### src/rtl/softmax_row_stream.sv
// Row-wise streaming softmax: buffers one score row, takes a max-subtracted
// shift/linear exponential, then scales every element by a serial reciprocal.
//
// Ports:
//   clk, rst_n            clock, asynchronous active-low reset
//   mode                  0 = base-e, 1 = base-2; latched on the first beat of a row
//   in_valid/in_ready     input handshake, in_data = signed Q.FRAC_BITS score
//   out_valid/out_ready   output handshake, out_data = unsigned Q1.FRAC_BITS
//   out_last              marks the final beat of a row
//   busy                  low only when idle in LOAD with no beats captured
module softmax_row_stream #(
    parameter int DATA_WIDTH = 16,
    parameter int FRAC_BITS  = 14,
    parameter int ROW_LEN    = 64,
    parameter int LOG2E      = 23637
) (
    input  logic                  clk,
    input  logic                  rst_n,
    input  logic                  mode,
    input  logic                  in_valid,
    output logic                  in_ready,
    input  logic [DATA_WIDTH-1:0] in_data,
    output logic                  out_valid,
    input  logic                  out_ready,
    output logic [DATA_WIDTH-1:0] out_data,
    output logic                  out_last,
    output logic                  busy
);

    localparam int KW  = (ROW_LEN > 1) ? $clog2(ROW_LEN) : 1;
    localparam int EW  = FRAC_BITS + 1;
    localparam int SW  = FRAC_BITS + 1 + KW;
    localparam int DW1 = DATA_WIDTH + 1;
    localparam int TW  = 2 * DW1;
    localparam int QW  = FRAC_BITS + 2;
    localparam int CW  = $clog2(QW + 1);

    localparam logic [KW-1:0]        K_LAST  = KW'(ROW_LEN - 1);
    localparam logic [CW-1:0]        C_LAST  = CW'(QW - 1);
    localparam logic signed [DW1-1:0] LOG2E_S = DW1'(LOG2E);
    localparam logic signed [TW-1:0] F_S     = TW'(FRAC_BITS);
    localparam logic [2*EW-1:0]      ONE2    = (2*EW)'(1) << FRAC_BITS;
    // 2^(2F) / 2^QW: the part of the dividend above the QW quotient bits
    localparam logic [SW-1:0]        R_INIT  = SW'(1) << (FRAC_BITS - 2);

    typedef enum logic [1:0] {LOAD, EXP, DIV, OUT} state_t;

    state_t state_q, state_d;

    logic [DATA_WIDTH-1:0]        buf_q [ROW_LEN];
    logic [KW-1:0]                k_q;
    logic signed [DATA_WIDTH-1:0] m_q;
    logic                         mode_q;
    logic                         rdy_q;
    logic [SW-1:0]                s_q;
    logic [SW-1:0]                r_q;
    logic [EW-1:0]                q_q;
    logic [CW-1:0]                cnt_q;

    logic                  in_fire, out_fire, k_last;
    logic [DATA_WIDTH-1:0] buf_rd;

    assign in_ready  = rdy_q && (state_q == LOAD);
    assign out_valid = (state_q == OUT);
    assign in_fire   = in_valid && in_ready;
    assign out_fire  = out_valid && out_ready;
    assign k_last    = (k_q == K_LAST);
    assign buf_rd    = buf_q[k_q];
    assign busy      = !((state_q == LOAD) && (k_q == '0));
    assign out_last  = out_valid && k_last;

    // exponential of one element
    logic signed [DW1-1:0] d;
    logic signed [TW-1:0]  dx, lx, prod, t, n, neg_n;
    logic [FRAC_BITS-1:0]  f;
    logic [EW-1:0]         e;

    always_comb begin
        d     = $signed({buf_rd[DATA_WIDTH-1], buf_rd})
              - $signed({m_q[DATA_WIDTH-1], m_q});
        dx    = {{DW1{d[DW1-1]}}, d};
        lx    = {{DW1{LOG2E_S[DW1-1]}}, LOG2E_S};
        prod  = dx * lx;
        t     = mode_q ? dx : (prod >>> FRAC_BITS);
        n     = t >>> FRAC_BITS;
        neg_n = -n;
        f     = t[FRAC_BITS-1:0];
        e     = '0;
        if (neg_n <= F_S) begin
            e = {1'b1, f} >> neg_n;
        end
    end

    // one restoring-divider step
    logic [SW:0]   r2;
    logic          q_bit;
    logic [SW-1:0] r_nx;

    always_comb begin
        r2    = {r_q, 1'b0};
        q_bit = (r2 >= {1'b0, s_q});
        r_nx  = q_bit ? SW'(r2 - {1'b0, s_q}) : SW'(r2);
    end

    // output scaling with saturation at 1.0
    logic [2*EW-1:0] prod2, scaled;

    always_comb begin
        prod2  = {{EW{1'b0}}, buf_rd[EW-1:0]} * {{EW{1'b0}}, q_q};
        scaled = prod2 >> FRAC_BITS;
        if (scaled > ONE2) begin
            scaled = ONE2;
        end
        out_data = (state_q == OUT) ? DATA_WIDTH'(scaled) : '0;
    end

    always_comb begin
        state_d = state_q;
        unique case (state_q)
            LOAD:    if (in_fire && k_last)  state_d = EXP;
            EXP:     if (k_last)             state_d = DIV;
            DIV:     if (cnt_q == C_LAST)    state_d = OUT;
            OUT:     if (out_fire && k_last) state_d = LOAD;
            default:                         state_d = LOAD;
        endcase
    end

    always_ff @(posedge clk or negedge rst_n) begin
        if (!rst_n) begin
            state_q <= LOAD;
            k_q     <= '0;
            m_q     <= '0;
            mode_q  <= 1'b0;
            rdy_q   <= 1'b0;
            s_q     <= '0;
            r_q     <= '0;
            q_q     <= '0;
            cnt_q   <= '0;
        end else begin
            state_q <= state_d;
            rdy_q   <= 1'b1;
            unique case (state_q)
                LOAD: begin
                    if (in_fire) begin
                        if (k_q == '0) begin
                            m_q    <= in_data;
                            mode_q <= mode;
                        end else if ($signed(in_data) > m_q) begin
                            m_q <= in_data;
                        end
                        k_q <= k_last ? '0 : k_q + KW'(1);
                        s_q <= '0;
                    end
                end
                EXP: begin
                    s_q <= s_q + SW'(e);
                    k_q <= k_last ? '0 : k_q + KW'(1);
                    if (k_last) begin
                        r_q   <= R_INIT;
                        q_q   <= '0;
                        cnt_q <= '0;
                    end
                end
                DIV: begin
                    r_q   <= r_nx;
                    q_q   <= {q_q[EW-2:0], q_bit};
                    cnt_q <= cnt_q + CW'(1);
                end
                OUT: begin
                    if (out_fire) begin
                        k_q <= k_last ? '0 : k_q + KW'(1);
                    end
                end
                default: ;
            endcase
        end
    end

    // row buffer: scores during LOAD, overwritten in place by e_k during EXP
    always_ff @(posedge clk) begin
        if (in_fire) begin
            buf_q[k_q] <= in_data;
        end else if (state_q == EXP) begin
            buf_q[k_q] <= DATA_WIDTH'(e);
        end
    end

endmodule
### config.mk
export PLATFORM = sky130hd
export DESIGN_NAME = softmax_row_stream
export DESIGN_NICKNAME = d
export VERILOG_FILES = /design/src/rtl/softmax_row_stream.sv
export SDC_FILE = /design/constraint.sdc
export NUM_CORES = 2
export LEC_CHECK = 0
export ABC_AREA = 1
export CAP_MARGIN = 20
export CORE_ASPECT_RATIO = 1.1
export CORE_MARGIN = 2
export CORE_UTILIZATION = 50
export CTS_CLUSTER_DIAMETER = 40
export DETAILED_ROUTE_END_ITERATION = 10
export PLACE_DENSITY = 0.68
export SLEW_MARGIN = 20
export SYNTH_ARGS = -nofsm -noshare
export SYNTH_HDL_FRONTEND = slang
export SYNTH_SLANG_ARGS = --single-unit
### constraint.sdc
create_clock -name clk -period 18.5 [get_ports clk]
set_clock_uncertainty 0.1 [all_clocks]
set_input_delay 3.7 -clock clk [delete_from_list [all_inputs] [get_ports clk]]
set_output_delay 3.7 -clock clk [all_outputs]
set_load 0.05 [all_outputs]
### Word-level counts from Yosys, hierarchy flattened

Memories as Yosys holds them, arrays and structs flattened.
Index checks and enable logic that the tools add are counted.

* bits in registers: 88
* latch bits: 0
* memory bits (writable): 1024
* memory bits (read-only): 0
* bits of input ports: 21
* word-level logic and storage cells: 85
* memories kept: 1

* add/sub/neg operators: 6
* multipliers: 2
* divide/modulo/power cells: 0
* $lt $le $gt $ge: 4
* equal/unequal tests: 11
* shift operators: 1
* mux-type cells: 30
* bitwise operators: 1
* reductions and logical operators: 20

Memories
* buf_q: words 64, width 16, read ports 1, clocked after Yosys merged registers in 0, wr ports 1, RTL line 50 `logic [DATA_WIDTH-1:0] buf_q [ROW_LEN];`

Operators with widths (count)
* case mux 21 bit (2 select lines): 2
* 2-to-1 mux 16 bit: 5
* 2-to-1 mux 21 bit: 3
* <= comparator 34 x 5 -> 1 bit (second input constant): 1
* 2-to-1 mux 34 bit: 1
* negation 20 -> 34 bit: 1
* right shift 15 x 34 -> 15 bit: 1
* multiplier 17 x 16 -> 33 bit (second input constant): 1
* multiplier 15 x 15 -> 30 bit: 1
* 2-to-1 mux 15 bit: 2
* case mux 15 bit (2 select lines): 1
* >= comparator 22 x 21 -> 1 bit: 1
* adder 21 x 15 -> 21 bit: 1
* subtractor 21 bit: 1
* 2-to-1 mux 6 bit: 3
* case mux 6 bit (3 select lines): 1
* subtractor 16 x 16 -> 17 bit: 1
* greater-than comparator 16 x 15 -> 1 bit (second input constant): 1
* greater-than comparator 16 bit: 1
* case mux 5 bit (2 select lines): 1
* AND reduction 3 bit: 3
* 2-to-1 mux 2 bit: 4
* case mux 2 bit (4 select lines): 1
* logical AND 1 bit: 7
* 18 further kinds: 30

### Longest topological paths before layout

An unclocked memory read counts as a cell.

* depth after elaboration: 9
* mapped depth: 89
* mapped depth without buffers: 85

### Worst setup path after synthesis

Ideal clock, no wire load.

* path kind: reg-to-reg
* start point: register k_q[2]
* end point: memory buf_q[0][14] (data pin)
* setup time: 0.701 ns
* arrival time: 12.762 ns
* data required time: 17.699 ns
* path slack: 4.936 ns
* cell stages (with the launch flop): 55
* period minus slack after synthesis: 13.564 ns
* cell sequence: dfrtp_1 > buf_4 > buf_2 > inv_1 > buf_2 > nor3_1 > buf_2 > a221oi_1 > nand4_1 > a22o_1 > nor4_1 > inv_1 > buf_1 > ha_1 > nand2_1 > nor3_1 > nand3_1 > nand2_1 > [19 not listed] > nor2_1 > and3_1 > nand2_1 > nand3_1 > nand3_1 > nand2_1 > clkbuf_1 > ha_1 > nand3_1 > ha_1 > nor4_1 > nor3b_1 > nand4_1 > nor2_1 > nand2_1 > nor2_1 > nand3_1 > o21ai_0

* cells in the longest elaborated chain, start to end: 8
* elaborated cells on any way between the ends: 9
* those cells by class: add/sub (2); mul (1); order compare (1); shift (1); mux (3); memory (1)

Ends and longest elaborated chain
* from (decl): RTL line 51 `logic [KW-1:0] k_q;`
* from (signal assigned): RTL line 151 `k_q <= k_last ? '0 : k_q + KW'(1);`
* from (signal assigned): RTL line 157 `k_q <= k_last ? '0 : k_q + KW'(1);`
* from (signal assigned): RTL line 171 `k_q <= k_last ? '0 : k_q + KW'(1);`
* memory (64 x 16 bit) (*)
* subtractor 16 x 16 -> 17 bit (*): RTL line 80 `- $signed({m_q[DATA_WIDTH-1], m_q});`
* multiplier 17 x 16 -> 33 bit: RTL line 83 `prod = dx * lx;`
* 2-to-1 mux 34 bit (*): RTL line 84 `t = mode_q ? dx : (prod >>> FRAC_BITS);`
* negation 20 -> 34 bit: RTL line 86 `neg_n = -n;`
* <= comparator 34 x 5 -> 1 bit or right shift 15 x 34 -> 15 bit (tied branches): RTL line 89, 90
* 2-to-1 mux 15 bit (*): RTL line 89 `if (neg_n <= F_S) begin`
* 2-to-1 mux 16 bit (no line) (*)
* to (decl): RTL line 50

Every way passes the cells marked *; elsewhere a longest branch is shown, timed or not.

### Final worst setup path

* start point: register k_q[1]
* end point: register s_q[20]

* cells in the longest elaborated chain, start to end: 9
* elaborated cells on any way between the ends: 10
* those cells by class: add/sub (3); mul (1); order compare (1); shift (1); mux (3); memory (1)

Ends and longest elaborated chain
* memory (64 x 16 bit) (*)
* subtractor 16 x 16 -> 17 bit (*): RTL line 80
* multiplier 17 x 16 -> 33 bit: RTL line 83
* 2-to-1 mux 34 bit (*): RTL line 84
* negation 20 -> 34 bit: RTL line 86
* <= comparator 34 x 5 -> 1 bit or right shift 15 x 34 -> 15 bit (tied branches): RTL line 89, 90
* 2-to-1 mux 15 bit (*): RTL line 89
* adder 21 x 15 -> 21 bit (*): RTL line 156 `s_q <= s_q + SW'(e);`
* case mux 21 bit (2 select lines) (*): RTL line 142 `unique case (state_q)`
* to (signal assigned): RTL line 156
* to (decl): RTL line 55 `logic [SW-1:0] s_q;`

Marks and branches as above.
A chain may end at the register's enable or synchronous reset.

==> impl_metrics.toml <==
[global_route]
grt.overflow.total = 0
grt_max_degree = 81
first_global_vias = 40100
track_usage = 0.271
grt_pass1_wl_um = 247000
antenna_found_initial = 4

[sta]
drv_slew = 0
clock.fmax_mhz = 60.1
rsz0062_at_grt = "no"
max_slew.worst_pin.slew_ps = 1230
setup_violations = 0
tns_ps = 0
hold_viol_final = 0
period_share = 0.900
period_minus_slack_ps = 16640
slew_headroom = 0.174

[critical_path]
crit_fanout = 27
slowest_delay_ps = 1080
cp.required_ps = 19050
crit_type = "reg -> reg"
cp_common_cell = "nand2_1"
timing.critical_path.buf_inv = 12
worstSetupEndpointType = "register"
slowest_stage = "dfrtp_1"
crit_family = "simple AND/OR/NAND/NOR gates"
crit_arrival_ps = 17190
worstSetupStartpointType = "register"

[clock_network]
cts_num_sinks = 1112
postCtsSetupBuffers = 0
cts_buffer_depth = 3
cts_tree = "done"
cts_max_level = 4
root_buffer = "clkbuf_16"
cts_resized = 0
clock_latency_ps = 760
postCtsHoldBufs = 0
cts_buffers = 135
path_clk_slew_ps = 50

[flow_run]
drv_cap = 0

[floorplanning]
die_h_um = 364
die-area_mm2 = 0.121
initial_core_util = 0.502
die_w_um = 331
core_mm2 = 0.117
rows = 132
ioPinCount = 41

[yosys]
synthSimpleGateAreaFrac = 0.131
dominantRegCellSynth = "edfxtp_1"
synth_fp_nets = 5794
synth_top_family_by_area = "adder cells"
synth_fa_ha_area_frac = 0.150
synthXorXnorAreaFrac = 0.0119
netlist_area_mm2 = 0.0589
synth_top_area_share = 0.522
synth_compound_area_frac = 0.0933
yosysSeqAreaShare = 0.559
synth_edf_count = 1024
synth_mux_area_frac = 0
postSynthAreaPerCell_um2 = 11.3
synthTopCellsByArea = "edfxtp_1, fa_1, nand2_1"
synth_seq_cells = 1112
synth_top_area_cell = "edfxtp_1"
synth_cell_types = 61
ys_warn_count = 0
synthCells = 5219
synthArstFlopShare = 0.0791

[cells_and_area]
area_growth_pct = 12.5
final_nets = 5915
drive_gt1_frac = 0.0782
final_util = 0.565
fillers = 9586
antennaDiodeCount = 0

[routing]
routed_wl_um = 163000
ant_nets = 0
wl_per_cell_um = 23.3
drtIter0Drc = 4200
routed_via_density = 5.85
num_vias = 40900
drc = 0
drtPass1Iterations = 6

[place]
io_buffers = 39
hpwl_um = 108000
place_congestion = 0.930

[min_path]
hp-class = "reg -> reg"

[run_status]
run_status = "finished, final reports clean"
synth_stat cells, types with 7 or more instances:
cell type  instances
a21o_1            13
a21oi_1          192
a221oi_1         120
a22o_1           115
a22oi_1          136
a31oi_1           17
buf_1             29
buf_2             44
buf_4              9
clkbuf_1         109
clkinv_1           7
dfrtp_1           88
edfxtp_1        1024
fa_1             254
ha_1             300
inv_1            614
nand2_1         1170
nand2_2            7
nand3_1          130
nand3b_1           7
nand4_1          132
nor2_1           326
nor2_2            12
nor3_1            28
o21ai_0          125
o21bai_1          11
o22ai_1           32
or2_2              8
xnor2_1           32
xor2_1            48
metrics by stage:
step           cells  setup slack [ps]  area [µm²]  hold slack, ps
6_report        6989              1860       66300             394
5_1_grt         6989               626       66300             416
4_1_cts         6989              2160       66300             386
3_5_place_dp    6744              2220       61700             371
3_3_place_gp    6742              2120       61700             378
2_1_floorplan   5219              4940       58900             344
layer usage:
metal  GRT usage  part of all wire  vias to the layer above
met1       0.353              0.39                    20300
met3      0.0437             0.082                      325
met4       0.111             0.042                        2
li1            -                 -                    18500
met5           0          0.000061                        -
met2       0.454              0.48                     1797
final cells by class:
class                      instances  area [µm²]  area share
inverter                         626        2350      0.0355
clock inverter                    84         975      0.0147
tap                             1541        1930      0.0291
sequential                      1112       33000       0.497
clock buffer                     161        3580      0.0540
multi-input combinational       3286       22900       0.346
timing repair buffer             179        1570      0.0236
sequential cells by signal, summed over array words and instances (netlist names):
signal / flops
m_q: 16
mode_q: 1
r_q: 21
buf_q: 1024
q_q: 15
cnt_q: 5
s_q: 21
state_q: 2
k_q: 6
rdy_q: 1
cell usage in the layout, fill, tap and decap left out, types with 124 or more instances in the layout:
master / n
nand3_1: 130
ha_1: 299
nand4_1: 132
fa_1: 254
a21oi_1: 183
nand2_1: 1170
edfxtp_1: 1024
clkbuf_16: 139
buf_4: 131
inv_1: 611
a22oi_1: 136
o21ai_0: 124
nor2_1: 320
kinds of logic after synthesis:
kind of cell	after synthesis
other	2
adder cells (fa/ha/maj)	554
XOR/XNOR	80
buffers and inverters	821
AND/OR/NAND/NOR	1849
flip-flops	1112
AO/OA/AOI/OAI	801
final timing paths:
path,endpoint,cells past startpoint,from,slack (ps)
hold reg to reg,s_q[20],1,s_q[20],390
hold / removal,s_q[20],1,s_q[20],390
min in group asynchronous,s_q[6],1,rst_n,2780
max in group asynchronous,q_q[1],2,rst_n,14180
setup / recovery,s_q[20],71,k_q[1],1860
setup reg to reg,s_q[20],71,k_q[1],1860
worst reg2reg max path: cells and delay by family (launching register included):
family | cells | cell delay (ps)
DFF | 1 | 1080
adders and majority gates | 11 | 4070
and+or+nand+nor | 35 | 6460
buffers and inverters | 12 | 2470
xor gates and xnor gates | 1 | 160
AOI/OAI and AO/OA | 12 | 2180
Power is left out: the tool's default activity adds up to more than one toggle a clock period on the data nets, which glitch-free logic cannot reach.
